===== src/rtl/branch_pkg.sv =====
// Shared encodings for branch resolution: condition codes and the 2-bit BHT counter.
// Also holds the saturating counter transition used by the predictor table.
package branch_pkg;

   typedef enum logic [2:0] {
      SEL_BEQ  = 3'd0,
      SEL_BNE  = 3'd1,
      SEL_BLT  = 3'd2,
      SEL_BGE  = 3'd3,
      SEL_BLTU = 3'd4,
      SEL_BGEU = 3'd5
   } branch_sel_e;

   typedef enum logic [1:0] {
      SNT = 2'b00,
      WNT = 2'b01,
      WT  = 2'b10,
      ST  = 2'b11
   } bht_state_e;

   localparam bht_state_e BHT_RESET = WNT;

   // Saturating up/down step of one history counter.
   function automatic bht_state_e bht_next(input bht_state_e s, input logic taken);
      bht_state_e n;
      n = s;
      unique case (s)
         SNT:     n = taken ? WNT : SNT;
         WNT:     n = taken ? WT  : SNT;
         WT:      n = taken ? ST  : WNT;
         ST:      n = taken ? ST  : WT;
         default: n = BHT_RESET;
      endcase
      return n;
   endfunction

endpackage


===== src/rtl/branch_predict_resolve_if.sv =====
// Fetch-lookup, EX-resolve and statistics signals of branch_predict_resolve.
// master drives fetch/EX inputs; slave is the predictor/resolver itself.
interface branch_predict_resolve_if #(
   parameter int XLEN  = 32,
   parameter int CNT_W = 16
);
   logic [XLEN-1:0]  f_pc;
   logic             f_predict_taken;
   logic             ex_valid;
   logic             ex_branch;
   logic [2:0]       ex_branch_sel;
   logic [XLEN-1:0]  ex_rs1;
   logic [XLEN-1:0]  ex_rs2;
   logic [XLEN-1:0]  ex_pc;
   logic [XLEN-1:0]  ex_target;
   logic             ex_pred_taken;
   logic             ex_taken;
   logic             mispredict;
   logic [XLEN-1:0]  redirect_pc;
   logic [CNT_W-1:0] branch_count;
   logic [CNT_W-1:0] mispredict_count;

   modport master (
      output f_pc, ex_valid, ex_branch, ex_branch_sel, ex_rs1, ex_rs2,
             ex_pc, ex_target, ex_pred_taken,
      input  f_predict_taken, ex_taken, mispredict, redirect_pc,
             branch_count, mispredict_count
   );

   modport slave (
      input  f_pc, ex_valid, ex_branch, ex_branch_sel, ex_rs1, ex_rs2,
             ex_pc, ex_target, ex_pred_taken,
      output f_predict_taken, ex_taken, mispredict, redirect_pc,
             branch_count, mispredict_count
   );
endinterface


===== src/rtl/branch_cond_eval.sv =====
// Combinational branch condition evaluation for the six conditional-branch codes.
// Unused codes resolve not-taken.
module branch_cond_eval
   import branch_pkg::*;
#(
   parameter int XLEN = 32
) (
   input  logic [XLEN-1:0] rs1,
   input  logic [XLEN-1:0] rs2,
   input  logic [2:0]      sel,
   output logic            cond
);

   logic eq, lt_s, lt_u;

   always_comb begin
      eq   = (rs1 == rs2);
      lt_s = ($signed(rs1) < $signed(rs2));
      lt_u = (rs1 < rs2);
   end

   always_comb begin
      cond = 1'b0;
      case (sel)
         SEL_BEQ:  cond = eq;
         SEL_BNE:  cond = ~eq;
         SEL_BLT:  cond = lt_s;
         SEL_BGE:  cond = ~lt_s;
         SEL_BLTU: cond = lt_u;
         SEL_BGEU: cond = ~lt_u;
         default:  cond = 1'b0;
      endcase
   end

endmodule


===== src/rtl/branch_predict_resolve.sv =====
// Bimodal branch predictor with EX-stage resolution, registered flush/redirect
// and saturating branch / mispredict statistics.
module branch_predict_resolve
   import branch_pkg::*;
#(
   parameter int XLEN        = 32,
   parameter int BHT_ENTRIES = 16,
   parameter int CNT_W       = 16
) (
   input  logic                     clk,
   input  logic                     reset_n,
   branch_predict_resolve_if.slave  bus
);

   localparam int IDX_W = $clog2(BHT_ENTRIES);

   if (BHT_ENTRIES < 2 || (BHT_ENTRIES & (BHT_ENTRIES - 1)) != 0) begin : g_bad_entries
      $error("BHT_ENTRIES must be a power of two and at least 2");
   end

   bht_state_e       bht [BHT_ENTRIES];
   logic [IDX_W-1:0] f_idx;
   logic [IDX_W-1:0] ex_idx;

   logic             cond;
   logic             qualified;
   logic             taken;
   logic             mp_event;
   logic [XLEN-1:0]  fallthrough_pc;

   logic             mispredict_q;
   logic [XLEN-1:0]  redirect_q;
   logic [CNT_W-1:0] branch_cnt_q;
   logic [CNT_W-1:0] mispredict_cnt_q;

   logic             unused_pc_bits;

   branch_cond_eval #(.XLEN(XLEN)) u_cond (
      .rs1  (bus.ex_rs1),
      .rs2  (bus.ex_rs2),
      .sel  (bus.ex_branch_sel),
      .cond (cond)
   );

   // Only word-index bits select a counter; the rest of the fetch PC aliases.
   assign f_idx          = bus.f_pc[IDX_W+1:2];
   assign ex_idx         = bus.ex_pc[IDX_W+1:2];
   assign unused_pc_bits = ^bus.f_pc;

   // A registered mispredict marks the instruction now in EX as wrong-path.
   always_comb begin
      qualified      = bus.ex_valid & bus.ex_branch & ~mispredict_q;
      taken          = qualified & cond;
      mp_event       = qualified & (taken != bus.ex_pred_taken);
      fallthrough_pc = bus.ex_pc + XLEN'(4);
   end

   always_ff @(posedge clk) begin
      if (!reset_n) begin
         for (int unsigned i = 0; i < BHT_ENTRIES; i++) begin
            bht[i] <= BHT_RESET;
         end
      end else if (qualified) begin
         bht[ex_idx] <= bht_next(bht[ex_idx], taken);
      end
   end

   always_ff @(posedge clk) begin
      if (!reset_n) begin
         mispredict_q <= 1'b0;
         redirect_q   <= '0;
      end else begin
         mispredict_q <= mp_event;
         if (mp_event) begin
            redirect_q <= taken ? bus.ex_target : fallthrough_pc;
         end
      end
   end

   always_ff @(posedge clk) begin
      if (!reset_n) begin
         branch_cnt_q     <= '0;
         mispredict_cnt_q <= '0;
      end else begin
         if (qualified && branch_cnt_q != '1) begin
            branch_cnt_q <= branch_cnt_q + CNT_W'(1);
         end
         if (mp_event && mispredict_cnt_q != '1) begin
            mispredict_cnt_q <= mispredict_cnt_q + CNT_W'(1);
         end
      end
   end

   // Lookup reads the pre-edge table: an update this cycle shows up next cycle.
   assign bus.f_predict_taken  = bht[f_idx][1];
   assign bus.ex_taken         = taken;
   assign bus.mispredict       = mispredict_q;
   assign bus.redirect_pc      = redirect_q;
   assign bus.branch_count     = branch_cnt_q;
   assign bus.mispredict_count = mispredict_cnt_q;

endmodule


===== src/flat_wrapper.sv =====
// flat-port wrapper written by rule: the top's interface ports become plain ports
module branch_predict_resolve_flat import branch_pkg::*;
#(
   parameter int XLEN        = 32,
   parameter int BHT_ENTRIES = 16,
   parameter int CNT_W       = 16
)
  (clk, reset_n, bus_f_pc, bus_ex_valid, bus_ex_branch, bus_ex_branch_sel, bus_ex_rs1, bus_ex_rs2, bus_ex_pc, bus_ex_target, bus_ex_pred_taken, bus_f_predict_taken, bus_ex_taken, bus_mispredict, bus_redirect_pc, bus_branch_count, bus_mispredict_count);
  branch_predict_resolve_if #(.XLEN(XLEN), .CNT_W(CNT_W)) bus_i ();
  input  logic clk;
  input  logic reset_n;
  input wire logic [$bits(bus_i.f_pc)-1:0] bus_f_pc;
  input wire logic [$bits(bus_i.ex_valid)-1:0] bus_ex_valid;
  input wire logic [$bits(bus_i.ex_branch)-1:0] bus_ex_branch;
  input wire logic [$bits(bus_i.ex_branch_sel)-1:0] bus_ex_branch_sel;
  input wire logic [$bits(bus_i.ex_rs1)-1:0] bus_ex_rs1;
  input wire logic [$bits(bus_i.ex_rs2)-1:0] bus_ex_rs2;
  input wire logic [$bits(bus_i.ex_pc)-1:0] bus_ex_pc;
  input wire logic [$bits(bus_i.ex_target)-1:0] bus_ex_target;
  input wire logic [$bits(bus_i.ex_pred_taken)-1:0] bus_ex_pred_taken;
  output wire logic [$bits(bus_i.f_predict_taken)-1:0] bus_f_predict_taken;
  output wire logic [$bits(bus_i.ex_taken)-1:0] bus_ex_taken;
  output wire logic [$bits(bus_i.mispredict)-1:0] bus_mispredict;
  output wire logic [$bits(bus_i.redirect_pc)-1:0] bus_redirect_pc;
  output wire logic [$bits(bus_i.branch_count)-1:0] bus_branch_count;
  output wire logic [$bits(bus_i.mispredict_count)-1:0] bus_mispredict_count;
  assign bus_i.f_pc = bus_f_pc;
  assign bus_i.ex_valid = bus_ex_valid;
  assign bus_i.ex_branch = bus_ex_branch;
  assign bus_i.ex_branch_sel = bus_ex_branch_sel;
  assign bus_i.ex_rs1 = bus_ex_rs1;
  assign bus_i.ex_rs2 = bus_ex_rs2;
  assign bus_i.ex_pc = bus_ex_pc;
  assign bus_i.ex_target = bus_ex_target;
  assign bus_i.ex_pred_taken = bus_ex_pred_taken;
  assign bus_f_predict_taken = bus_i.f_predict_taken;
  assign bus_ex_taken = bus_i.ex_taken;
  assign bus_mispredict = bus_i.mispredict;
  assign bus_redirect_pc = bus_i.redirect_pc;
  assign bus_branch_count = bus_i.branch_count;
  assign bus_mispredict_count = bus_i.mispredict_count;
  branch_predict_resolve #(.XLEN(XLEN), .BHT_ENTRIES(BHT_ENTRIES), .CNT_W(CNT_W)) u_core (.clk(clk), .reset_n(reset_n), .bus(bus_i));
endmodule

===== config.mk =====
export PLATFORM = sky130hd
export DESIGN_NAME = branch_predict_resolve_flat
export DESIGN_NICKNAME = d
export VERILOG_FILES = /design/src/rtl/branch_pkg.sv /design/src/rtl/branch_predict_resolve_if.sv /design/src/rtl/branch_cond_eval.sv /design/src/rtl/branch_predict_resolve.sv /design/src/flat_wrapper.sv
export SDC_FILE = /design/constraint.sdc
export NUM_CORES = 1
export LEC_CHECK = 0
export CORE_MARGIN = 4
export CORE_UTILIZATION = 30
export CTS_BUF_LIST = sky130_fd_sc_hd__clkbuf_4 sky130_fd_sc_hd__clkbuf_8
export CTS_CLUSTER_SIZE = 10
export DETAILED_ROUTE_END_ITERATION = 10
export PLACE_DENSITY = 0.6
export SYNTH_ARGS = -nofsm -noshare
export SYNTH_HDL_FRONTEND = slang
export SYNTH_SLANG_ARGS = --single-unit

===== constraint.sdc =====
create_clock -name clk -period 6.28 [get_ports clk]
set_input_delay 0.628 -clock clk [delete_from_list [all_inputs] [get_ports clk]]
set_output_delay 0.628 -clock clk [all_outputs]
set_load 0.005 [all_outputs]

Word level (Yosys, flattened, before mapping):

Memories as Yosys holds them, arrays and structs flattened.
Cells that the tools add are included.
W data, S select, Z words.

* register bits after elaboration: 65
* memory bits (writable): 32
* input port bits: 168
* output and inout bits: 67
* logic and storage cells: 51
* memories: 1

Memories
* u_core.bht: words 16, bits a word 2, read ports 2, clocked after Yosys merged registers in 0, write ports 16, RTL line branch_predict_resolve.sv:21 `bht_state_e bht [BHT_ENTRIES];`

* add/sub/neg operators: 3
* magnitude comparators: 2
* eq/ne operators: 12
* muxes and demuxes: 16
* bitwise operators: 8
* reduce and logical (&&, ||, !) cells: 5

Operators with widths (number)
* $lt A32 B32 Y1: 2
* $add A16 B1 Y16 const B: 2
* $add A32 B3 Y32 const B: 1
* $eq A32 B32 Y1: 1
* $mux W32: 1
* $ne A16 B16 Y1 const B: 2
* $mux W2: 5
* $pmux W2 S4: 1
* $mux W1: 7
* $eq A3 B2 Y1 const B: 2
* $eq A3 B3 Y1 const B: 2
* $pmux W1 S6: 1
* $and A1 B1 Y1: 4
* $eq A2 B2 Y1 const B: 2
* $mux W4: 1
* $not A1 Y1: 4
* $eq A3 B1 Y1 const B: 1
* $logic_not A3 Y1: 1
* $eq A2 B1 Y1 const B: 1
* $logic_and A1 B1 Y1: 2
* $logic_not A2 Y1: 1
* $reduce_or A2 Y1: 1
* $ne A1 B1 Y1: 1

Depth between registers and ports, before layout:

* depth in word-level cells: 9
* gate-level depth with buffers: 14
* mapped depth without buffers: 12

Hierarchy:

A second synthesis with hierarchy kept.

* cell total of the unflattened synthesis: 726
* area, all modules: 6505.0 sq um

Modules (own cells, without submodules)
* branch_predict_resolve: instances 1, cells each 603, area an instance 5614.1 sq um, sequential area each 2262.2 sq um
* branch_cond_eval: instances 1, cells each 123, area an instance 890.9 sq um, sequential area each 0.0 sq um

Least setup slack after synthesis:

OpenSTA, ideal clock, no wires.

* path kind: input -> register
* start: in bus_ex_rs2[14]
* end: mem u_core.bht[0][0] (netlist bit) (data pin)
* setup time: 0.137 ns
* data arrival time: 3.281 ns
* required time: 6.143 ns
* setup slack: 2.861 ns
* cell stages on the path: 12
* path buffers: 1
* cell sequence: inv_1 ha_1 a21oi_1 nand2_1 a221o_1 o31a_1 o311a_2 and2_4 nand2b_1 maj3_1 clkbuf_1 nand3_1

RTL lines
* from (decl): RTL line flat_wrapper.sv:17 `input wire logic [$bits(bus_i.ex_rs2)-1:0] bus_ex_rs2;`
* to (decl): RTL line branch_predict_resolve.sv:21

Final worst setup path:

* start: in bus_ex_rs2[14]
* end: out bus_ex_taken

* cells in the longest elaborated chain, start to end: 4
* elaborated cells on any way between the ends: 8
* classes of those cells: order compare: 2; eq/ne: 1; mux: 1; bitwise: 4

Ends and longest elaborated chain
* $lt A32 B32 Y1 (tied with other cells): RTL line branch_cond_eval.sv:19 `lt_u = (rs1 < rs2);`
* $not A1 Y1 (on tied branches): RTL line branch_cond_eval.sv:30, branch_cond_eval.sv:26, branch_cond_eval.sv:28
* $pmux W1 S6 (*): RTL line branch_cond_eval.sv:24 `case (sel)`
* $and A1 B1 Y1 (*): RTL line branch_predict_resolve.sv:53 `taken = qualified & cond;`
* to (decl): RTL line flat_wrapper.sv:22 `output wire logic [$bits(bus_i.ex_taken)-1:0] bus_ex_taken;`

Mark *: on every way between the ends. The rest lies on a longest branch, timed or not.

==> flow_summary.json <==
{
  "regArea_um2": 2260,
  "die_x_um": 150,
  "drc": 0,
  "switchingPower_w": 0.000396,
  "setup_tns_ps": 0,
  "synthTopCellsByArea": "dfxtp_1 (22%), edfxtp_1 (16%), ha_1 (7.9%)",
  "ir_drop_mv": 0.0840,
  "async_reset_ff_share_pct": 0,
  "synth_edf_count": 32,
  "antenna_left": 0,
  "cts_made_buffers": 9,
  "multiInputGateArea_um2": 3470,
  "synth_area_per_cell_um2": 9.09,
  "die-area_um2": 22400,
  "drtIter0Drc": 237,
  "ys_seq_area_share_pct": 37.5,
  "post_cts_buffers": 0,
  "setup_ws_ps": 1760,
  "clockRootBuffer": "clkbuf_8",
  "antenna_cells": 0,
  "clock-sinks": 97,
  "cp.arrival_ps": 3900,
  "cts_tree": "done",
  "antenna_found_initial": 0,
  "syn_nets": 870,
  "wl_per_cell_um": 16.2,
  "rsz0062_at_grt": "false",
  "rows": 51,
  "fmax_mhz": 221,
  "fin_nets": 1056,
  "setup_viol": 0,
  "worstSkewPairLatency_ps": 380,
  "start_util_pct": 30.8,
  "core_area_um2": 19600,
  "yosys_register_bits": 97,
  "io-pin-count": 235,
  "p_total_w": 0.00143,
  "io_buffer_count": 206,
  "first_pass_iters": 5,
  "fin_crit_ps": 4530,
  "p_int_w": 0.00104,
  "p_leak_nw": 3.08,
  "hold_slack_ps": 474,
  "ys_types": 62,
  "skew_ps": 22.1,
  "synthCells": 664,
  "layout-drive-gt1-share_pct": 6.08,
  "status": "finished clean",
  "cp-start-kind": "input port",
  "synthesis.area_um2": 6030,
  "seqPwrFrac_pct": 47.2,
  "dieHeight_um": 150,
  "cp.required_ps": 5650,
  "area_growth_pct": 41.2,
  "holdCritPathClass": "flop to flop",
  "maxCapViolCount": 0,
  "worstMarginPinSlew_ps": 1160,
  "htree_levels": 3,
  "yosys.area.top_type_share_pct": 21.6,
  "finalHoldViolations": 0,
  "slew_viol_final": 0,
  "finalInstanceArea_um2": 8520,
  "synth_warnings": 0,
  "swShare_pct": 27.6,
  "vias": 5487,
  "dp_hpwl_um": 13400,
  "finalCritPeriodShare_pct": 72.1,
  "powerDensity_nw_per_um2": 168,
  "maxSlewHeadroom_pct": 22.6,
  "synth-main-ff-cell": "dfxtp_1",
  "place.gp.congestion": 0.787,
  "grt_overflow": 0,
  "synth.largest_area_cell": "dfxtp_1",
  "critPathKind": "input port to output port",
  "cts_max_path_buffers": 2,
  "place_area_um2": 8320,
  "first_global_vias": 5574,
  "wl_um": 18200,
  "grt_pass1_wl_um": 28500,
  "dp_slack_ps": 1550,
  "grt_max_degree": 38,
  "cp-end-kind": "output port",
  "viasPerCell": 4.90,
  "path_clk_slew_ps": 90,
  "pwr-share-comb_pct": 22.5,
  "post_cts_resized": 0,
  "crit_fanout": 12,
  "holdBufCountCts": 0,
  "fill_cells": 1958,
  "pwr-share-clk_pct": 30.2,
  "grt_usage_pct": 15.8
}
layout make-up:
type | instances | share of cell area, %
Multi-Input combinational cell | 490 | 40.7
Clock buffer | 10 | 1.62
Timing Repair Buffer | 211 | 24.6
Sequential cell | 97 | 26.5
Clock inverter | 6 | 0.778
Inverter | 41 | 1.81
Tap cell | 265 | 3.89
worst paths after layout:
path,startpoint,end,slack (ps),depth (start not counted)
worst min-delay path,u_core.bus.redirect_pc[20],u_core.bus.redirect_pc[20],470,1
worst max-delay path,bus_ex_rs2[14],bus_ex_taken,1760,13
worst max register to register,u_core.bus.mispredict_count[3],u_core.bus.mispredict_count[15],3630,8
worst min register to register,u_core.bus.redirect_pc[20],u_core.bus.redirect_pc[20],470,1
metrics by stage:
stage | util [%] | cells
final | 43.5 | 1120
after global routing | 43.5 | 1120
after CTS | 43.5 | 1120
after detailed placement | 42.5 | 1104
after global placement | 42.5 | 1104
after floorplan | - | 664
state kept, by name (all words and copies together) (netlist names):
signal,cells
u_core.bus.mispredict_count,16
u_core.bus.mispredict,1
u_core.bus.redirect_pc,32
u_core.bus.branch_count,16
u_core.bht,32
metal layers:
| layer | track usage, % | wire length [µm] | vias to the layer above |
|---|---|---|---|
| li1 | - | - | 2791 |
| met1 | 20.2 | 8050 | 2511 |
| met2 | 25.4 | 8200 | 173 |
| met3 | 5.66 | 1730 | 12 |
| met4 | 4.35 | 195 | 0 |
| met5 | 0 | 0 | - |
power by group through the flow:
stage	clock network (W)	registers, W	logic, W
6_report	0.000433	0.000676	0.000323
5_1_grt	0.000474	0.000678	0.000356
4_1_cts	0.000449	0.000676	0.000327
3_5_place_dp	0	0.000690	0.000325
3_3_place_gp	0	0.000690	0.000323
2_1_floorplan	0	0.000689	0.000157
cells by family (layout without fill, tap and decap cells):
family,count (synthesis),after routing,share of synthesized area [%]
xor gates and xnor gates,46,46,6.80
buffers and inverters,77,268,5.00
muxes,22,22,6.57
DFF,97,97,37.5
and+or+nand+nor,257,257,21.0
adders and majority gates,40,40,8.21
AOI/OAI and AO/OA,125,125,15.0
worst max-delay path, stage by stage:
cell	delay (ps)
clkdlybuf4s50_1	460
inv_1	50
ha_1	300
nand4_1	160
nor4_1	340
a21boi_0	230
o31a_1	230
nor3_1	70
nand4bb_1	310
and2_4	290
nand2b_1	230
inv_1	80
clkdlybuf4s50_1	510
cells in the final DEF (no fill, tap or decap), drive strengths merged, types with 16 or more instances in the layout:
cell           synthesis  layout
dfxtp                 65      65
xor2                  19      19
nor2                  54      54
inv                   40      42
a22oi                 27      27
a21oi                 24      24
nand3                 40      40
clkdlybuf4s50          0     206
nor3                  16      16
xnor2                 27      27
o21ai                 20      20
ha                    38      38
nand4                 19      19
edfxtp                32      32
o2bb2ai               26      26
nand2                 70      70
synthesized netlist by cell type, types with 5 or more instances:
master	number
nand2_1	70
dfxtp_1	65
nor2_1	53
inv_1	40
nand3_1	40
ha_1	38
edfxtp_1	32
a22oi_1	27
clkbuf_1	27
xnor2_1	27
o2bb2ai_1	26
a21oi_1	24
o21ai_0	20
nand4_1	18
xor2_1	18
nor3_1	16
and3_1	14
mux4_2	14
or3_1	9
mux2i_1	7
nand2b_1	7
and2_1	5
o221a_2	5
No activity file was read; power rests on OpenSTA's default activity.
